[src/rtl/subtrator_serial_pkg.sv]
// Shared constants for the bit-serial subtractor: FSM encoding and counter sizing.
package subtrator_serial_pkg;

    typedef enum logic [1:0] {
        IDLE = 2'd0,
        RUN  = 2'd1,
        DONE = 2'd2
    } state_t;

    function automatic int cnt_w(input int w);
        return (w <= 2) ? 1 : $clog2(w);
    endfunction

endpackage

[src/rtl/subtrator_serial_if.sv]
// Request/result bundle between the lab datapath and the serial subtractor.
interface subtrator_serial_if #(parameter int WIDTH = 4);

    logic             start;
    logic [WIDTH-1:0] a;
    logic [WIDTH-1:0] b;
    logic             busy;
    logic             done;
    logic [WIDTH-1:0] diferenca;
    logic             borrow;
    logic             zero;
    logic             overflow;

    modport master (
        output start, a, b,
        input  busy, done, diferenca, borrow, zero, overflow
    );

    modport slave (
        input  start, a, b,
        output busy, done, diferenca, borrow, zero, overflow
    );

endinterface

[src/rtl/subtrator_1bit.sv]
// Combinational full subtractor: d = x - y - bin, with borrow out.
module subtrator_1bit (
    input  logic x,
    input  logic y,
    input  logic bin,
    output logic d,
    output logic bout
);

    assign d    = x ^ y ^ bin;
    assign bout = (~x & y) | (~(x ^ y) & bin);

endmodule

[src/rtl/subtrator_serial.sv]
// Bit-serial WIDTH-bit subtractor, LSB first, one full-subtractor cell plus a borrow FF.
module subtrator_serial
    import subtrator_serial_pkg::*;
#(
    parameter int WIDTH = 4
) (
    input  logic               clk,
    input  logic               reset,
    subtrator_serial_if.slave  bus
);

    localparam int CW = cnt_w(WIDTH);

    state_t           state, state_nxt;
    logic [WIDTH-1:0] ra, rb, rr;
    logic [CW-1:0]    cnt;
    logic             bw;
    logic             a_msb, b_msb;
    logic             d_i, bw_nxt;
    logic             last;
    logic [WIDTH-1:0] res_nxt;

    logic [WIDTH-1:0] dif_q;
    logic             borrow_q, zero_q, overflow_q;

    subtrator_1bit u_cell (
        .x   (ra[0]),
        .y   (rb[0]),
        .bin (bw),
        .d   (d_i),
        .bout(bw_nxt)
    );

    assign last    = (cnt == CW'(WIDTH - 1));
    assign res_nxt = {d_i, rr[WIDTH-1:1]};

    always_ff @(posedge clk) begin
        if (reset) state <= IDLE;
        else       state <= state_nxt;
    end

    always_comb begin
        state_nxt = state;
        unique case (state)
            IDLE:    if (bus.start) state_nxt = RUN;
            RUN:     if (last)      state_nxt = DONE;
            DONE:    state_nxt = IDLE;
            default: state_nxt = IDLE;
        endcase
    end

    always_comb begin
        bus.busy = (state == RUN) || (state == DONE);
        bus.done = (state == DONE);
    end

    always_ff @(posedge clk) begin
        if (reset) begin
            ra         <= '0;
            rb         <= '0;
            rr         <= '0;
            cnt        <= '0;
            bw         <= 1'b0;
            a_msb      <= 1'b0;
            b_msb      <= 1'b0;
            dif_q      <= '0;
            borrow_q   <= 1'b0;
            zero_q     <= 1'b0;
            overflow_q <= 1'b0;
        end else begin
            unique case (state)
                IDLE: if (bus.start) begin
                    ra    <= bus.a;
                    rb    <= bus.b;
                    bw    <= 1'b0;
                    cnt   <= '0;
                    a_msb <= bus.a[WIDTH-1];
                    b_msb <= bus.b[WIDTH-1];
                end
                RUN: begin
                    rr  <= res_nxt;
                    ra  <= ra >> 1;
                    rb  <= rb >> 1;
                    bw  <= bw_nxt;
                    cnt <= cnt + 1'b1;
                    // Final bit is d_i, so flags are taken from res_nxt rather than rr.
                    if (last) begin
                        dif_q      <= res_nxt;
                        borrow_q   <= bw_nxt;
                        zero_q     <= ~|res_nxt;
                        overflow_q <= (a_msb != b_msb) && (d_i != a_msb);
                    end
                end
                default: ;
            endcase
        end
    end

    assign bus.diferenca = dif_q;
    assign bus.borrow    = borrow_q;
    assign bus.zero      = zero_q;
    assign bus.overflow  = overflow_q;

endmodule
[src/flat_wrapper.sv]
// flat-port wrapper written by rule: the top's interface ports become plain ports
module subtrator_serial_flat import subtrator_serial_pkg::*;
#(
    parameter int WIDTH = 4
)
  (clk, reset, bus_start, bus_a, bus_b, bus_busy, bus_done, bus_diferenca, bus_borrow, bus_zero, bus_overflow);
  subtrator_serial_if #(.WIDTH(WIDTH)) bus_i ();
  input  logic clk;
  input  logic reset;
  input wire logic [$bits(bus_i.start)-1:0] bus_start;
  input wire logic [$bits(bus_i.a)-1:0] bus_a;
  input wire logic [$bits(bus_i.b)-1:0] bus_b;
  output wire logic [$bits(bus_i.busy)-1:0] bus_busy;
  output wire logic [$bits(bus_i.done)-1:0] bus_done;
  output wire logic [$bits(bus_i.diferenca)-1:0] bus_diferenca;
  output wire logic [$bits(bus_i.borrow)-1:0] bus_borrow;
  output wire logic [$bits(bus_i.zero)-1:0] bus_zero;
  output wire logic [$bits(bus_i.overflow)-1:0] bus_overflow;
  assign bus_i.start = bus_start;
  assign bus_i.a = bus_a;
  assign bus_i.b = bus_b;
  assign bus_busy = bus_i.busy;
  assign bus_done = bus_i.done;
  assign bus_diferenca = bus_i.diferenca;
  assign bus_borrow = bus_i.borrow;
  assign bus_zero = bus_i.zero;
  assign bus_overflow = bus_i.overflow;
  subtrator_serial #(.WIDTH(WIDTH)) u_core (.clk(clk), .reset(reset), .bus(bus_i));
endmodule
[config.mk]
export PLATFORM = sky130hd
export DESIGN_NAME = subtrator_serial_flat
export DESIGN_NICKNAME = d
export VERILOG_FILES = /design/src/rtl/subtrator_serial_pkg.sv /design/src/rtl/subtrator_serial_if.sv /design/src/rtl/subtrator_1bit.sv /design/src/rtl/subtrator_serial.sv /design/src/flat_wrapper.sv
export SDC_FILE = /design/constraint.sdc
export NUM_CORES = 1
export LEC_CHECK = 0
export ABC_AREA = 1
export BUFFER_PORTS_ARGS = -buffer_cell sky130_fd_sc_hd__buf_2
export CAP_MARGIN = 40
export CELL_PAD_IN_SITES_DETAIL_PLACEMENT = 0
export CELL_PAD_IN_SITES_GLOBAL_PLACEMENT = 1
export CORE_UTILIZATION = 35
export DETAILED_ROUTE_END_ITERATION = 10
export GPL_TIMING_DRIVEN = 0
export HOLD_SLACK_MARGIN = 0.1
export PLACE_DENSITY_LB_ADDON = 0.1
export SLEW_MARGIN = 25
export SYNTH_ARGS = -nofsm -noshare
export SYNTH_HDL_FRONTEND = slang
export SYNTH_SLANG_ARGS = --single-unit
[constraint.sdc]
create_clock -name clk -period 1.2 [get_ports clk]
set_input_delay 0.06 -clock clk [delete_from_list [all_inputs] [get_ports clk]]
set_output_delay 0.06 -clock clk [all_outputs]
set_load 0.005 [all_outputs]
# Word level (Yosys, flattened, before mapping)
# Index checks and enable logic that the tools add are counted.
# totals
mem_bits_ro	0
elab_cells	48
reg_bits	26
out_inout_bits	9
latchBits	0
memories	0
ramBits	0
inputBits	11
# classes
n_addsub	1
n_lt_le_gt_ge	0
n_mux	11
eq_ne	7
reduce_logical	10
n_div	0
n_bitwise	7
shifts	0
multipliers	0
# ops
cell	count
$pmux 4 s2	2
$mux 4	2
$pmux 2 s2	2
$reduce_and 2->1	4
$mux 2	3
$eq 2x2->1 const B	2
$reduce_or 4->1	1
$add 2x1->2 const B	1
$and 1x1->1	2
$eq 2x1->1 const B	1
$logic_not 2->1	1
$ne 1x1->1	2
$ne 2x1->1 const B	1
$ne 2x2->1 const B	1
$not 1->1	2
$pmux 1 s2	1
$reduce_bool 2->1	1
$xor 1x1->1	2
$logic_and 1x1->1	1
$logic_not 1->1	1
$logic_or 1x1->1	1
$mux 1	1
$or 1x1->1	1

# Logic depth before layout (Yosys ltp)
# logic_depth
word_depth	5
ltp_mapped	9
ltp_nobuf	8

# By module
# Synthesis repeated with hierarchy kept, for this count alone.
# unflattened
cells_unflattened	166
hier_area_um2	1239.9
# modules_own_cells
mod	cells_per_inst	instances	area_per_inst_um2	seq_area_each_um2
subtrator_serial	162	1	1208.7	500.5
subtrator_1bit	4	1	31.3	0.0

# Worst setup path before layout
# Ideal clock, no wire load.
# synth_timing
path_kind	reg-to-reg
startpoint	register u_core.rb[0]
endpoint	register u_core.overflow_q, in the netlist u_core.bus.overflow
path_buffers	0
stages_incl_launch_ff	7
required_time_ns	1.091
arrival_ns	1.137
setup_time_ns	0.109
slack_ns	-0.045
synth_period_minus_slack_ns	1.245
path_cell_list	dfxtp_1 > inv_1 > fa_1 > nand3b_1 > nand3_1 > nand2_1 > inv_1
# synth_via
elab_chain_cells	4
# synth_lines
item	line	rtl
from (decl)	subtrator_serial.sv:15	logic [WIDTH-1:0] ra, rb, rr;
from (signal assigned)	subtrator_serial.sv:74	rb <= bus.b;
from (signal assigned)	subtrator_serial.sv:83	rb <= rb >> 1;
$xor 1x1->1 (2 in series)	subtrator_1bit.sv:10	assign d = x ^ y ^ bin;
net u_core.d_i	subtrator_serial.sv:19	logic d_i, bw_nxt;
$ne 1x1->1	subtrator_serial.sv:91	overflow_q <= (a_msb != b_msb) && (d_i != a_msb);
$logic_and 1x1->1	subtrator_serial.sv:91	
to (signal assigned)	subtrator_serial.sv:91	
to (decl)	subtrator_serial.sv:24	logic borrow_q, zero_q, overflow_q;
# The timed path passes the listed nets, and every way through them passes these cells.
# A chain may end at the register's enable or synchronous reset.

# Worst setup path in the final report
# layout_timing
startpoint	register u_core.bw
endpoint	register u_core.overflow_q, in the netlist u_core.bus.overflow
# layout_via
elab_chain_cells	3
# layout_lines
item	line	rtl
from (decl)	subtrator_serial.sv:17	logic bw;
from (signal assigned)	subtrator_serial.sv:84	bw <= bw_nxt;
$xor 1x1->1	subtrator_1bit.sv:10	
net u_core.d_i	subtrator_serial.sv:19	
$ne 1x1->1	subtrator_serial.sv:91	
$logic_and 1x1->1	subtrator_serial.sv:91	
# The timed path passes the listed nets, and every way through them passes these cells.

==> impl_metrics.xml <==
<?xml version="1.0" encoding="UTF-8"?>
<metrics>
  <group name="synth">
    <metric name="ys_top_cells_by_area" unit="">sky130_fd_sc_hd__dfxtp_1 (42%), sky130_fd_sc_hd__nand2_1 (13%), sky130_fd_sc_hd__nor2_1 (8.8%), sky130_fd_sc_hd__nand3_1 (5.4%), sky130_fd_sc_hd__a21oi_1 (5.0%)</metric>
    <metric name="yosysWarnings" unit="">0</metric>
    <metric name="synth-edff-count" unit="">0</metric>
    <metric name="yosys.cell_types.count" unit="">18</metric>
    <metric name="synth_cells" unit="">164</metric>
    <metric name="synth_top_cells_by_count" unit="">sky130_fd_sc_hd__nand2_1 (41), sky130_fd_sc_hd__nor2_1 (28), sky130_fd_sc_hd__dfxtp_1 (25), sky130_fd_sc_hd__inv_1 (13), sky130_fd_sc_hd__nand3_1 (13)</metric>
    <metric name="post_synth.cell_area_avg" unit="µm²">7.30</metric>
    <metric name="ys.flop_type" unit="">sky130_fd_sc_hd__dfxtp_1</metric>
    <metric name="netlist_area" unit="µm²">1200</metric>
    <metric name="portion_of_the_post_synthesis_area_used_by_sequential_elements" unit="">0.418</metric>
    <metric name="syn_nets" unit="">180</metric>
    <metric name="async_set_or_reset_register_ratio_after_synthesis" unit="">0</metric>
    <metric name="post-synth-top-count-cell" unit="">sky130_fd_sc_hd__nand2_1</metric>
    <metric name="synth_area_leader_cell" unit="">sky130_fd_sc_hd__dfxtp_1</metric>
    <metric name="ys_seq_elements" unit="">25</metric>
    <metric name="yosys.area.top_type_share" unit="">0.418</metric>
  </group>
  <group name="job">
    <metric name="maxCapViolations" unit="">0</metric>
  </group>
  <group name="timing">
    <metric name="report.final.setup_viol" unit="">4</metric>
    <metric name="timing_hold_violations_final" unit="">0</metric>
    <metric name="number_of_slew_limit_violations_in_the_final_report" unit="">0</metric>
    <metric name="final.period_utilization" unit="">1.10</metric>
    <metric name="slew_headroom" unit="">0.671</metric>
    <metric name="skew" unit="ns">0.00291</metric>
    <metric name="postLayoutSetupSlackWorst" unit="ns">-0.120</metric>
    <metric name="max_freq" unit="MHz">758</metric>
    <metric name="setup-tns-final" unit="ns">-0.322</metric>
    <metric name="worst_slew_pin_slew" unit="ns">0.494</metric>
    <metric name="rsz0062_at_grt" unit="">true</metric>
    <metric name="period_needed" unit="ns">1.32</metric>
    <metric name="worst_hold_slack" unit="ns">0.155</metric>
  </group>
  <group name="pwr">
    <metric name="report.power.total" unit="µW">1710</metric>
    <metric name="max-vdd-ir-drop" unit="mV">0.760</metric>
    <metric name="leakagePower" unit="µW">0.000742</metric>
    <metric name="power_per_cell_area" unit="nW/µm²">1060</metric>
  </group>
  <group name="setup_path">
    <metric name="timing.critical_path.max_delay_family" unit="">adder cells</metric>
    <metric name="cp_num_buf_inv" unit="">2</metric>
    <metric name="path_max_fanout" unit="">5</metric>
    <metric name="slowest_stage_cell_cp" unit="">sky130_fd_sc_hd__fa_2</metric>
    <metric name="worstPathRequired" unit="ns">1.45</metric>
    <metric name="worst_setup_path_end_kind" unit="">register</metric>
    <metric name="worst_setup_path_start_kind" unit="">register</metric>
    <metric name="critical_path_class" unit="">register to register</metric>
    <metric name="cp_cell_sequence" unit="">inv_2 &gt; fa_2 &gt; nand3b_1 &gt; nand3_1 &gt; nand2_1 &gt; inv_1</metric>
    <metric name="cp-startpoint" unit="">u_core.bw</metric>
    <metric name="regToRegStartpoint" unit="">u_core.bw</metric>
    <metric name="crit_path_max_cell_delay" unit="ns">0.58</metric>
    <metric name="arrival" unit="ns">1.57</metric>
  </group>
  <group name="cts">
    <metric name="worst_skew_pair_later_pin_latency" unit="ns">0.33</metric>
    <metric name="root_driver" unit="">sky130_fd_sc_hd__clkbuf_4</metric>
    <metric name="clk_pin_slew_worst_paths" unit="ns">0.15</metric>
    <metric name="htree_num_levels" unit="">1</metric>
    <metric name="numCtsBuffers" unit="">3</metric>
    <metric name="cts_tree" unit="">yes</metric>
    <metric name="cts_num_sinks" unit="">25</metric>
    <metric name="cts_max_path_bufs" unit="">2</metric>
  </group>
  <group name="global_routing">
    <metric name="grt_start_max_net_pins" unit="">16</metric>
    <metric name="antenna_found_initial" unit="">0</metric>
    <metric name="grt_overflow" unit="">0</metric>
    <metric name="first_global_vias" unit="">1074</metric>
    <metric name="track_usage" unit="">0.173</metric>
    <metric name="global_route_wire_length_before_repair" unit="µm">4670</metric>
  </group>
  <group name="place">
    <metric name="dp_slack" unit="ns">-0.145</metric>
    <metric name="globalplace.congestion" unit="">0.724</metric>
    <metric name="buffer_ports.inserted" unit="">19</metric>
    <metric name="hpwlAfterDp" unit="µm">1780</metric>
  </group>
  <group name="hold_path">
    <metric name="timing.hold.worst.class" unit="">primary input to register</metric>
    <metric name="holdCritStartpoint" unit="">bus_start</metric>
  </group>
  <group name="finish">
    <metric name="drive_gt1_frac" unit="">0.307</metric>
    <metric name="flow.area_growth_from_synthesis" unit="%">34.6</metric>
    <metric name="antenna_diode_count" unit="">0</metric>
    <metric name="fin_nets" unit="">219</metric>
    <metric name="n_fill_cell" unit="">323</metric>
  </group>
  <group name="floorplan">
    <metric name="rows" unit="">20</metric>
    <metric name="boundaryPins" unit="">20</metric>
    <metric name="die_x" unit="µm">60.5</metric>
    <metric name="start_util" unit="">0.380</metric>
    <metric name="die-height" unit="µm">60.5</metric>
    <metric name="core" unit="µm²">3150</metric>
    <metric name="overall_die_area" unit="µm²">3660</metric>
  </group>
  <group name="detailed_routing">
    <metric name="route.final.wire_length" unit="µm">2700</metric>
    <metric name="final_antenna_violating_net_count" unit="">0</metric>
    <metric name="dr_total_vias" unit="">1130</metric>
    <metric name="avgRoutedWirePerCell" unit="µm">11.0</metric>
    <metric name="dr_pass1_iterations" unit="">4</metric>
    <metric name="drc_violations_left" unit="">0</metric>
    <metric name="vias_per_cell" unit="">4.59</metric>
    <metric name="drt_iter0_drc" unit="">35</metric>
  </group>
  <group name="outcome">
    <metric name="failed_checks" unit="">negative setup slack</metric>
    <metric name="outcome" unit="">complete, but fails checks</metric>
  </group>
</metrics>
## sequential cells by signal (all words and copies together), names as in the netlist
register	flops
u_core.a_msb	1
u_core.b_msb	1
u_core.bus.zero	1
u_core.cnt	2
u_core.ra	4
u_core.bw	1
u_core.bus.diferenca	4
u_core.bus.borrow	1
u_core.rb	4
u_core.bus.overflow	1
u_core.rr	3
u_core.state	2
## per-stage QoR
| stage | cell area [µm²] | utilization | std cells |
|---|---|---|---|
| floorplan | 1200 | - | 164 |
| global placement | 1350 | 0.427 | 227 |
| detailed placement | 1350 | 0.427 | 227 |
| CTS | 1560 | 0.494 | 246 |
| global route | 1610 | 0.511 | 246 |
| finish | 1610 | 0.511 | 246 |
## cell usage in the layout (no fill, tap or decap), types with 2 or more instances in the layout
cell                            instances
sky130_fd_sc_hd__dfxtp_1               21
sky130_fd_sc_hd__buf_2                 19
sky130_fd_sc_hd__o21ai_0                5
sky130_fd_sc_hd__inv_2                  2
sky130_fd_sc_hd__buf_4                  4
sky130_fd_sc_hd__clkbuf_4               3
sky130_fd_sc_hd__dlygate4sd3_1          9
sky130_fd_sc_hd__nand3b_1               6
sky130_fd_sc_hd__nand3_1               13
sky130_fd_sc_hd__nand2_4                4
sky130_fd_sc_hd__buf_6                  7
sky130_fd_sc_hd__nor2_2                 2
sky130_fd_sc_hd__nand2_1               36
sky130_fd_sc_hd__a21oi_1               12
sky130_fd_sc_hd__ha_4                   2
sky130_fd_sc_hd__nand2_2                4
sky130_fd_sc_hd__dfxtp_2                3
sky130_fd_sc_hd__ha_2                   2
sky130_fd_sc_hd__inv_1                 10
sky130_fd_sc_hd__nor2_1                26
sky130_fd_sc_hd__inv_4                  5
## tightest hold or removal path, stage by stage
cell and delay (ns):
sky130_fd_sc_hd__buf_2 0.12, sky130_fd_sc_hd__inv_1 0.06, sky130_fd_sc_hd__nand2_2 0.09, sky130_fd_sc_hd__nand3_1 0.08
sky130_fd_sc_hd__a21oi_1 0.06
## power breakdown
group	switching, µW	internal (µW)
Clock	281	128
Sequential	30.5	877
Combinational	203	194
Total	515	1200
## metal layers
layer,wire length [µm],vias up,share of wire,global-route usage
met3,82,2,0.030,0.0384
li1,-,590,-,-
met5,0,-,0,0
met1,1260,521,0.47,0.209
met2,1340,17,0.50,0.319
met4,18,0,0.0067,0.0292
## area by class of cell
type	count	area, µm²	area share
Clock inverter	1	7.51	0.00466
Sequential cell	25	508	0.315
Inverter	17	76.3	0.0474
Timing Repair Buffer	35	255	0.158
Clock buffer	3	22.5	0.0140
Buffer	6	57.6	0.0357
Tap cell	44	55.1	0.0342
Multi-Input combinational cell	115	629	0.391
## final timing paths
path              cells past startpoint             endpoint  slack (ns)
hold / removal                        5            u_core.bw        0.16
setup / recovery                      6  u_core.bus.overflow       -0.12
setup reg to reg                      6  u_core.bus.overflow       -0.12
hold reg to reg                       2      u_core.bus.zero        0.47
## cell families (layout without fill, tap and decap cells)
family / after synthesis / after routing / share of synthesized area
AND/OR/NAND/NOR: 91 / 91 / 0.332
flip-flops: 25 / 25 / 0.418
AO/OA/AOI/OAI: 19 / 19 / 0.0815
buffers and inverters: 24 / 62 / 0.110
adder cells (fa/ha/maj): 5 / 5 / 0.0585
## timing repair
item,CTS,global route
resized for setup,18,21
pin swaps,4,12
hold buffers,9,0
buffers inserted,3,1
setup endpoints to repair,21,21
cloned,3,0
endpoints found under the hold margin,15,0
No activity file was read; power rests on OpenSTA's default activity.
